`config.mk`:
```
export PLATFORM = sky130hd
export DESIGN_NAME = instr_fetch_unit
export DESIGN_NICKNAME = d
export VERILOG_FILES = /design/src/rtl/fpu_isa_pkg.sv /design/src/rtl/instr_store.sv /design/src/rtl/instr_fetch_unit.sv
export SDC_FILE = /design/constraint.sdc
export NUM_CORES = 1
export LEC_CHECK = 0
export CAP_MARGIN = 20
export CORE_MARGIN = 2
export CORE_UTILIZATION = 50
export CTS_CLUSTER_DIAMETER = 150
export DETAILED_ROUTE_END_ITERATION = 10
export MAX_ROUTING_LAYER = met4
export PLACE_DENSITY = 0.78
export SYNTH_ARGS = -nofsm -noshare
export SYNTH_HDL_FRONTEND = slang
export SYNTH_SLANG_ARGS = --single-unit
```
`constraint.sdc`:
```
create_clock -name clk -period 5.8 [get_ports clk]
set_input_delay 1.16 -clock clk [delete_from_list [all_inputs] [get_ports clk]]
set_output_delay 1.16 -clock clk [all_outputs]
set_load 0.1 [all_outputs]
```
`src/rtl/fpu_isa_pkg.sv`:
```
// Shared ISA definitions for the BFloat16 FPU fetch path: opcodes,
// instruction field positions, FPU operation encodings and FSM states.
package fpu_isa_pkg;

    // Instruction opcodes, bits [15:13]
    localparam logic [2:0] OP_NOP  = 3'b000;
    localparam logic [2:0] OP_ADD  = 3'b001;
    localparam logic [2:0] OP_SUB  = 3'b010;
    localparam logic [2:0] OP_MUL  = 3'b011;
    localparam logic [2:0] OP_HALT = 3'b111;

    // Field bit positions inside a 16-bit instruction word
    localparam int OPC_HI = 15;
    localparam int OPC_LO = 13;
    localparam int RD_HI  = 12;
    localparam int RD_LO  = 9;
    localparam int RS1_HI = 8;
    localparam int RS1_LO = 5;
    localparam int RS2_HI = 4;
    localparam int RS2_LO = 1;

    // Operation encodings presented to the FPU
    localparam logic [1:0] FOP_ADD = 2'b00;
    localparam logic [1:0] FOP_SUB = 2'b01;
    localparam logic [1:0] FOP_MUL = 2'b10;

    // Fetch-unit control states
    typedef enum logic [0:0] {
        ST_RUN  = 1'b0,
        ST_HALT = 1'b1
    } fetch_state_e;

    // Map an arithmetic opcode onto the FPU operation encoding
    function automatic logic [1:0] fop_of(input logic [2:0] opc);
        logic [1:0] fop;
        case (opc)
            OP_ADD:  fop = FOP_ADD;
            OP_SUB:  fop = FOP_SUB;
            OP_MUL:  fop = FOP_MUL;
            default: fop = FOP_ADD;
        endcase
        return fop;
    endfunction

endpackage

```
`src/rtl/instr_store.sv`:
```
// Instruction store: 2**AW words of IW bits, synchronous write,
// combinational read. Contents are deliberately not reset.
module instr_store #(
    parameter int IW = 16,
    parameter int AW = 4
) (
    input  logic          clk,
    input  logic          we_i,
    input  logic [AW-1:0] waddr_i,
    input  logic [IW-1:0] wdata_i,
    input  logic [AW-1:0] raddr_i,
    output logic [IW-1:0] rdata_o
);

    logic [IW-1:0] mem_q [2**AW];

    // Program load: write one word per strobed cycle
    always_ff @(posedge clk) begin
        if (we_i) begin
            mem_q[waddr_i] <= wdata_i;
        end
    end

    assign rdata_o = mem_q[raddr_i];

endmodule

```
`src/rtl/instr_fetch_unit.sv`:
```
// Fetch/decode/issue stage: reads the word addressed by the PC, decodes it
// and hands arithmetic operations to the FPU over a valid/ready handshake.
// Stalls the upstream PC counter under backpressure, HALT or program load.
module instr_fetch_unit
    import fpu_isa_pkg::*;
#(
    parameter int IW = 16,
    parameter int AW = 4,
    parameter int CW = 8
) (
    input  logic          clk,
    input  logic          reset_n,
    input  logic [AW-1:0] pc_i,
    output logic          pc_en,
    input  logic          prog_we,
    input  logic [AW-1:0] prog_addr,
    input  logic [IW-1:0] prog_data,
    input  logic          resume,
    output logic          issue_valid,
    input  logic          issue_ready,
    output logic [1:0]    issue_op,
    output logic [3:0]    issue_rd,
    output logic [3:0]    issue_rs1,
    output logic [3:0]    issue_rs2,
    output logic [AW-1:0] issue_pc,
    output logic          halted,
    output logic          illegal,
    output logic [CW-1:0] issued_cnt
);

    localparam logic [CW-1:0] CNT_MAX = {CW{1'b1}};
    localparam logic [CW-1:0] CNT_ONE = {{(CW-1){1'b0}}, 1'b1};

    fetch_state_e  state_q, state_d;
    logic          valid_q, valid_d;
    logic [1:0]    op_q, op_d;
    logic [3:0]    rd_q, rd_d;
    logic [3:0]    rs1_q, rs1_d;
    logic [3:0]    rs2_q, rs2_d;
    logic [AW-1:0] ipc_q, ipc_d;
    logic          illegal_q, illegal_d;
    logic [CW-1:0] cnt_q, cnt_d;

    logic [IW-1:0] fetch_word_s;
    logic [2:0]    opc_s;
    logic          slot_free_s;
    logic          pc_en_s;
    logic          xfer_s;
    logic          unused_s;

    instr_store #(
        .IW (IW),
        .AW (AW)
    ) u_store (
        .clk     (clk),
        .we_i    (prog_we),
        .waddr_i (prog_addr),
        .wdata_i (prog_data),
        .raddr_i (pc_i),
        .rdata_o (fetch_word_s)
    );

    assign opc_s       = fetch_word_s[OPC_HI:OPC_LO];
    assign unused_s    = fetch_word_s[0];
    assign slot_free_s = !valid_q || issue_ready;
    assign xfer_s      = valid_q && issue_ready;
    // A program write steals the cycle so the store is never read mid-update
    assign pc_en_s     = (state_q == ST_RUN) && slot_free_s && !prog_we;

    // Next-state logic: decode, issue register, FSM, sticky flag and counter
    always_comb begin
        state_d   = state_q;
        valid_d   = valid_q;
        op_d      = op_q;
        rd_d      = rd_q;
        rs1_d     = rs1_q;
        rs2_d     = rs2_q;
        ipc_d     = ipc_q;
        illegal_d = illegal_q;
        cnt_d     = cnt_q;

        if (xfer_s && (cnt_q != CNT_MAX)) begin
            cnt_d = cnt_q + CNT_ONE;
        end else begin
            cnt_d = cnt_q;
        end

        if (pc_en_s) begin
            case (opc_s)
                OP_ADD, OP_SUB, OP_MUL: begin
                    valid_d = 1'b1;
                    op_d    = fop_of(opc_s);
                    rd_d    = fetch_word_s[RD_HI:RD_LO];
                    rs1_d   = fetch_word_s[RS1_HI:RS1_LO];
                    rs2_d   = fetch_word_s[RS2_HI:RS2_LO];
                    ipc_d   = pc_i;
                end
                OP_NOP: begin
                    valid_d = 1'b0;
                end
                OP_HALT: begin
                    // Resume on this same edge is ignored: we are still in RUN
                    valid_d = 1'b0;
                    state_d = ST_HALT;
                end
                default: begin
                    valid_d   = 1'b0;
                    illegal_d = 1'b1;
                end
            endcase
        end else begin
            if (xfer_s) begin
                valid_d = 1'b0;
            end else begin
                valid_d = valid_q;
            end
            if ((state_q == ST_HALT) && resume) begin
                state_d = ST_RUN;
            end else begin
                state_d = state_q;
            end
        end
    end

    // State and issue registers; async reset drops any pending issue
    always_ff @(posedge clk or negedge reset_n) begin
        if (!reset_n) begin
            state_q   <= ST_RUN;
            valid_q   <= 1'b0;
            op_q      <= 2'b00;
            rd_q      <= 4'h0;
            rs1_q     <= 4'h0;
            rs2_q     <= 4'h0;
            ipc_q     <= {AW{1'b0}};
            illegal_q <= 1'b0;
            cnt_q     <= {CW{1'b0}};
        end else begin
            state_q   <= state_d;
            valid_q   <= valid_d;
            op_q      <= op_d;
            rd_q      <= rd_d;
            rs1_q     <= rs1_d;
            rs2_q     <= rs2_d;
            ipc_q     <= ipc_d;
            illegal_q <= illegal_d;
            cnt_q     <= cnt_d;
        end
    end

    assign pc_en       = pc_en_s;
    assign issue_valid = valid_q;
    assign issue_op    = op_q;
    assign issue_rd    = rd_q;
    assign issue_rs1   = rs1_q;
    assign issue_rs2   = rs2_q;
    assign issue_pc    = ipc_q;
    assign halted      = (state_q == ST_HALT);
    assign illegal     = illegal_q;
    assign issued_cnt  = cnt_q;

endmodule

```
==> key figures, run 1 <==
Synthesis
  – Most used DFF post-synth: edfxtp_1
  – Synth top area cells: edfxtp_1, mux4_2, dfrtp_1
  – Synth Area in Adders: 0.1193%
  – Largest family of logic cells by synthesized area: multiplexers
  – Cell area after synthesis: 10,490 um^2
  – Most frequent cell after synthesis: edfxtp_1
  – Syn_area_per_cell: 21.23 um^2
  – Syn_nets: 524
  – Warnings from Yosys: 0
  – Library cells used by synthesis: 42
  – Mux share of post-synthesis cell area: 16.38%
  – Area share of the largest cell type after synthesis: 68.72%
  – Synth Register Bits: roughly 270
  – Async S/R FF share, synth: 10.78%
  – Synth Area in Compound Gates: 2.458%
  – Top cells by count, synth: edfxtp_1, mux4_2, dfrtp_1
  – Post-synthesis xor/xnor area fraction: less than 1%
  – Post-synthesis cell count: between 400 and 500
  – Register area share after synthesis: 75.64%
  – Post-synth EDFFs: 240
  – Yosys top cell by area: edfxtp_1
  – Post-Synth Simple-Gate Area: 3.364%

GRT
  – Initial antenna violation count: 0
  – Vias in the first global route: 5,368
  – Total track usage: 19.61%
  – Largest net degree at the start of global routing: 33
  – Total gr overflow: 0
  – First-pass GRT wire length: 31,420 um

CTS
  – Postcts setup bufs: 0
  – # hold bufs at CTS: 0
  – Clock latency on the worst-skew pair: approximately 0.52 ns
  – Num CTS Buffers: 25
  – Post-cts gate resize count: 0
  – Bufs on Longest Clock Path: 3
  – Clock Pin Slew Worst Setup and Hold Paths: 0.06 ns
  – CTS tree: built
  – Htree depth: 1
  – Clock sink count: roughly 270
  – Clock Tree Root: clkbuf_16

Floorplanning
  – Die area: 22,150 um^2
  – Die height: roughly 150 um
  – Io pins: 59
  – Initial Util: about half
  – Core area: 20,430 um^2
  – Row Count: 52
  – Die Wd: 148.8 um

Power and ir drop
  – Overall power: 0.004795 W
  – Pleak: roughly 4.0 nW
  – Worst IR Drop VDD: 0.0001859 V
  – Pwr dens: a little under 400 nW/um^2

Placement
  – Worst slack, placed: roughly 1.4 ns
  – DP HPWL: 11,840 um
  – Gpl congestion: 0.7541
  – Buffers added on ports: 57

Route
  – Via count: 5,065
  – DRC viols: 0
  – Drt wl/cell: 23.89 um
  – Drt total wl: 20,330 um
  – Post-route ant nets: 0
  – Vias per cell: 5.952
  – First-pass DRT Iterations: 5
  – DRT iter0 DRCs: 407

STA
  – Worst Skew: 0.01505 ns
  – Worst Tran Pin Value: between 1 and 1.5 ns
  – TNS Setup: 0 ns
  – RSZ-0062 raised after global routing: no
  – Post-layout minimum cycle time: 4.431 ns
  – Fmax: ~0.23 GHz
  – Slew headroom: 24.19%
  – Final hold vios: 0
  – Max Slew Vio Count: 0
  – # setup viols final: 0
  – Final period utilization: 76.40%
  – Final worst slack: ~1.4 ns

Final layout
  – Multi-input gate area: 2527 um^2
  – Fraction of layout cells with a size suffix above 1: between 20% and 30%
  – Fillers: roughly 1,400
  – Synth-to-Final Area Change: 16.39%
  – FF/Latch Area: 7933 um^2
  – Final nets: 594
  – N_diodes: 0

Status
  – Status: finished clean

Critical path
  – CP Capture Type: primary output
  – CP Max Fanout: 8
  – Req. time, crit path: 4.64 ns
  – WS Path Type: in -> out
  – CP Launch Type: primary input
  – Crit path DAT: 3.27 ns

Min path
  – HP Class: reg -> reg

Job
  – # Max-Cap Violations: 0
==> path summary, 6_finish.rpt <==
path	from	end	slack, ns	depth (start not counted)
setup / recovery	prog_we	pc_en	1.37	3
hold / removal	illegal	illegal	0.48	1
setup reg to reg	u_store.mem_q[4][14]	issue_rs2[1]	3.36	5
hold reg to reg	illegal	illegal	0.48	1
max in group asynchronous	reset_n	issue_rd[0]	4.45	2
min in group asynchronous	reset_n	issued_cnt[2]	1.05	2
==> through the flow <==
stage	instances	util (%)	hold slack [ns]	instance area, um^2
5_1_grt	851	59.75	0.5139	12210
2_1_floorplan	494	-	0.7741	10490
4_1_cts	851	59.75	0.4832	12210
6_report	851	59.75	0.4807	12210
3_3_place_gp	807	56.03	0.4543	11450
3_5_place_dp	807	56.03	0.4690	11450
==> worst max-delay path, cell delays in order <==
cell,delay (ns)
clkdlybuf4s50_1,0.55
nor3_1,0.35
clkdlybuf4s50_1,1.20
==> layer usage <==
metal / vias up / share of wire (%) / GRT usage, %
li1: 2181 / - / -
met1: 2669 / 39 / 25.32
met2: 176 / 52 / 33.36
met3: 39 / 6.1 / 2.599
met4: 0 / 2.3 / 5.333
met5: - / 0 / -
==> logic make-up after synthesis <==
logic type,after synthesis
AND/OR/NAND/NOR,64
AO/OA/AOI/OAI,35
multiplexers,91
buffers and inverters,27
XOR/XNOR,7
flip-flops,269
adder cells (fa/ha/maj),1
==> power breakdown <==
part	internal, W	total, W	switching, W	leakage [nW]
clock network	0.000870	0.00153	0.000658	0.375
logic	0.000270	0.000985	0.000714	1.13
registers	0.00222	0.00228	0.0000640	2.52
total	0.00336	0.00479	0.00144	4.03
==> layout by cell type, fill, tap and decap left out, types with 3 or more instances in the layout <==
cell type        instances
mux2_4                   8
nor3_4                  10
clkdlybuf4s50_1         54
nand3_1                  7
edfxtp_1               240
clkinv_2                 6
mux4_2                  59
nor2_1                   8
xor2_1                   4
nand2b_1                 4
a211oi_1                12
clkinv_1                 9
mux2_2                  10
nand2_1                  8
clkbuf_16               25
buf_4                   12
a21oi_1                 15
xnor2_1                  3
nor2b_1                 16
dfrtp_1                 29
mux2i_1                 13
==> sequential cells by signal (all words and copies together) (netlist names) <==
signal         count
issue_rs2          4
issue_pc           4
issue_rd           4
issued_cnt         8
halted             1
issue_valid        1
illegal            1
issue_op           2
u_store.mem_q    240
issue_rs1          4
==> cell type report <==
| class | instances | share of cell area, % |
|---|---|---|
| clock buffer | 26 | 5.156 |
| tap | 270 | 2.768 |
| clock inverter | 18 | 1.076 |
| sequential | 269 | 64.99 |
| inverter | 2 | 0.06150 |
| timing repair buffer | 68 | 5.248 |
| multi-input combinational | 198 | 20.71 |
Note: power is estimated with default switching activity, not from simulation.
==> run 2, diff against run 1 <==
==> constraint.sdc (replaced) <==
create_clock -name clk -period 4.52 [get_ports clk]
set_input_delay 0.904 -clock clk [delete_from_list [all_inputs] [get_ports clk]]
set_output_delay 0.904 -clock clk [all_outputs]
set_load 0.1 [all_outputs]
==> key figures, run 2 (same netlist as run 1, synthesis figures left out) <==
Placement
  – Post-DP Area: 11,480 um^2 (+0.28%)
  – Placed Instances: 820 (+1.6%)
  – Buffers added on ports: 57 (unchanged)
  – Gpl congestion: 0.8117 (+7.6%)
  – DP HPWL: 11,810 um (-0.25%)

Critical path
  – Crit path buf inv count: 2 (unchanged)
  – Crit path cell chain: clkdlybuf4s50_1 > nor3_1 > buf_4
  – CP Max Fanout: 8 (unchanged)
  – CP Launch Type: primary input
  – WS Path Type: in -> out
  – Req. time, crit path: 3.62 ns (-1.02 ns)
  – Crit path max-delay family: buffers and inverters
  – Crit path DAT: 2.20 ns (-1.07 ns)
  – Slowest cell on crit path: clkdlybuf4s50_1
  – Max incr delay on CP: 0.55 ns (-0.65 ns)
  – CP Capture Type: primary output

STA
  – TNS Setup: 0 ns (unchanged)
  – Final hold vios: 0 (unchanged)
  – # setup viols final: 0 (unchanged)
  – Post-layout minimum cycle time: between 3 and 4 ns
  – Max Slew Vio Count: 0 (unchanged)
  – Worst Skew: 0.01059 ns (-0.004453 ns)
  – Slew headroom: 33.62% (+9.4 points)
  – Worst Tran Pin Value: 0.9926 ns (-0.1410 ns)
  – Fmax: around 0.32 GHz
  – RSZ-0062 raised after global routing: no
  – Final period utilization: around 69%

Final layout
  – Reg with most FFs: u_store.mem_q
  – Non-filler instance count after layout: 865 (+1.6%)
  – Commonest non-fill, non-tap cell in the layout: edfxtp_1
  – Most frequent cells in the layout: edfxtp_1, mux4_2, clkdlybuf4s50_1
  – Synth-to-Final Area Change: 17.48%
  – Fraction of layout cells with a size suffix above 1: 26.89% (+2.3 points)
  – Final nets: 607 (+2.2%)
  – Finished layout cell area: 12,320 um^2 (+0.93%)
  – Utilization after layout: 60.31% (+0.56 points)
  – Max reg flops: 240 (unchanged)
  – N_diodes: 0 (unchanged)

Route
  – Drt total wl: 21,020 um (+3.4%)
  – Vias per cell: 5.883 (-1.2%)
  – Post-route ant nets: 0 (unchanged)
  – Via count: 5,089 (+0.47%)
  – DRT iter0 DRCs: 541 (+33%)
  – First-pass DRT Iterations: 4 (-1)
  – DRC viols: 0 (unchanged)
  – Drt wl/cell: 24.30 um (+1.7%)

Power and ir drop
  – Sw frac: 29.12% (-0.84 points)
  – Sequential power share: 46.3% (-1.3 points)
  – Worst IR Drop VDD: 0.0002260 V (+22%)
  – Clk pwr share: 33.7% (+1.8 points)
  – P_int: 0.004481 W (+33%)
  – Sw Pwr: 0.001841 W (+28%)
  – Combinational share of power: 20.0% (-0.5 points)
  – Pleak: 4.098 nW (+1.7%)
  – Pwr dens: 513.1 nW/um^2 (+31%)

Floorplanning
  – Row Count: 52 (unchanged)
  – Core area: 20,430 um^2 (unchanged)
  – Initial Util: 51.34% (unchanged)
  – Die area: 22,150 um^2 (unchanged)
  – Die Wd: 148.8 um (unchanged)
  – Die height: 148.8 um (unchanged)
  – Io pins: 59 (unchanged)

CTS
  – Bufs on Longest Clock Path: 3 (unchanged)
  – Num CTS Buffers: 25 (unchanged)
  – Postcts setup bufs: 0 (unchanged)
  – CTS tree: built
  – Clock sink count: 269 (unchanged)
  – Htree depth: 1 (unchanged)
  – # hold bufs at CTS: 0 (unchanged)
  – Post-cts gate resize count: 0 (unchanged)
  – Clock Pin Slew Worst Setup and Hold Paths: 0.06 ns (about the same)
  – Clock latency on the worst-skew pair: 0.51 ns (about the same)
  – Clock Tree Root: clkbuf_16

Status
  – Status: finished clean

GRT
  – Total track usage: 20.18% (+0.57 points)
  – Total gr overflow: 0 (unchanged)
  – Initial antenna violation count: 0 (unchanged)
  – First-pass GRT wire length: 32,100 um (+2.2%)
  – Largest net degree at the start of global routing: 32 (-3.0%)
  – Vias in the first global route: 5,441 (+1.4%)

Min path
  – HP Class: reg -> reg

Job
  – # Max-Cap Violations: 0 (unchanged)
-- run 2: power groups by stage --
stage          sequential [W]  combinational [W]  clock, W
2_1_floorplan         0.00363           0.000284         0
3_3_place_gp          0.00297            0.00125         0
3_5_place_dp          0.00298            0.00127         0
4_1_cts               0.00293            0.00127   0.00216
5_1_grt               0.00294            0.00131   0.00225
6_report              0.00293            0.00127   0.00213
-- run 2: metal layers --
layer	part of all wire [%]	vias up	global-route usage (%)	routed length, um
met4	2.8	0	6.810	596
met1	40	2668	25.23	8356
met5	0	-	-	0
met3	5.2	45	2.844	1103
li1	-	2202	-	-
met2	52	174	34.42	10960
-- run 2: per-stage QoR --
| step | power (W) | worst slack [ns] | hold slack, ns |
|---|---|---|---|
| after detailed placement | 0.004247 | 1.090 | 0.4732 |
| after global routing | 0.006511 | 1.321 | 0.5007 |
| after CTS | 0.006366 | 1.408 | 0.4863 |
| after global placement | 0.004219 | 1.123 | 0.4559 |
| final | 0.006322 | 1.414 | 0.4815 |
| after floorplan | 0.003916 | 0.3732 | 0.6084 |
-- run 2: final cells by class --
type | instances | area, um^2
clock buffers | 31 | 678.2
clock inverters | 14 | 163.9
fillers | 1377 | 8109
inverters | 2 | 7.507
multi-input cells | 198 | 2465
flip-flops and latches | 269 | 7933
well taps | 270 | 337.8
repair buffers | 81 | 735.7
-- run 2: path summary, 6_finish.rpt --
| path | cells after the start | from | endpoint | slack, ns |
|---|---|---|---|---|
| max in group asynchronous | 2 | reset_n | issue_rs1[1] | 3.45 |
| hold reg to reg | 1 | illegal | illegal | 0.48 |
| setup / recovery | 3 | prog_we | pc_en | 1.41 |
| hold / removal | 1 | illegal | illegal | 0.48 |
| setup reg to reg | 5 | u_store.mem_q[5][13] | issue_rs2[2] | 2.04 |
| min in group asynchronous | 2 | reset_n | illegal | 0.79 |
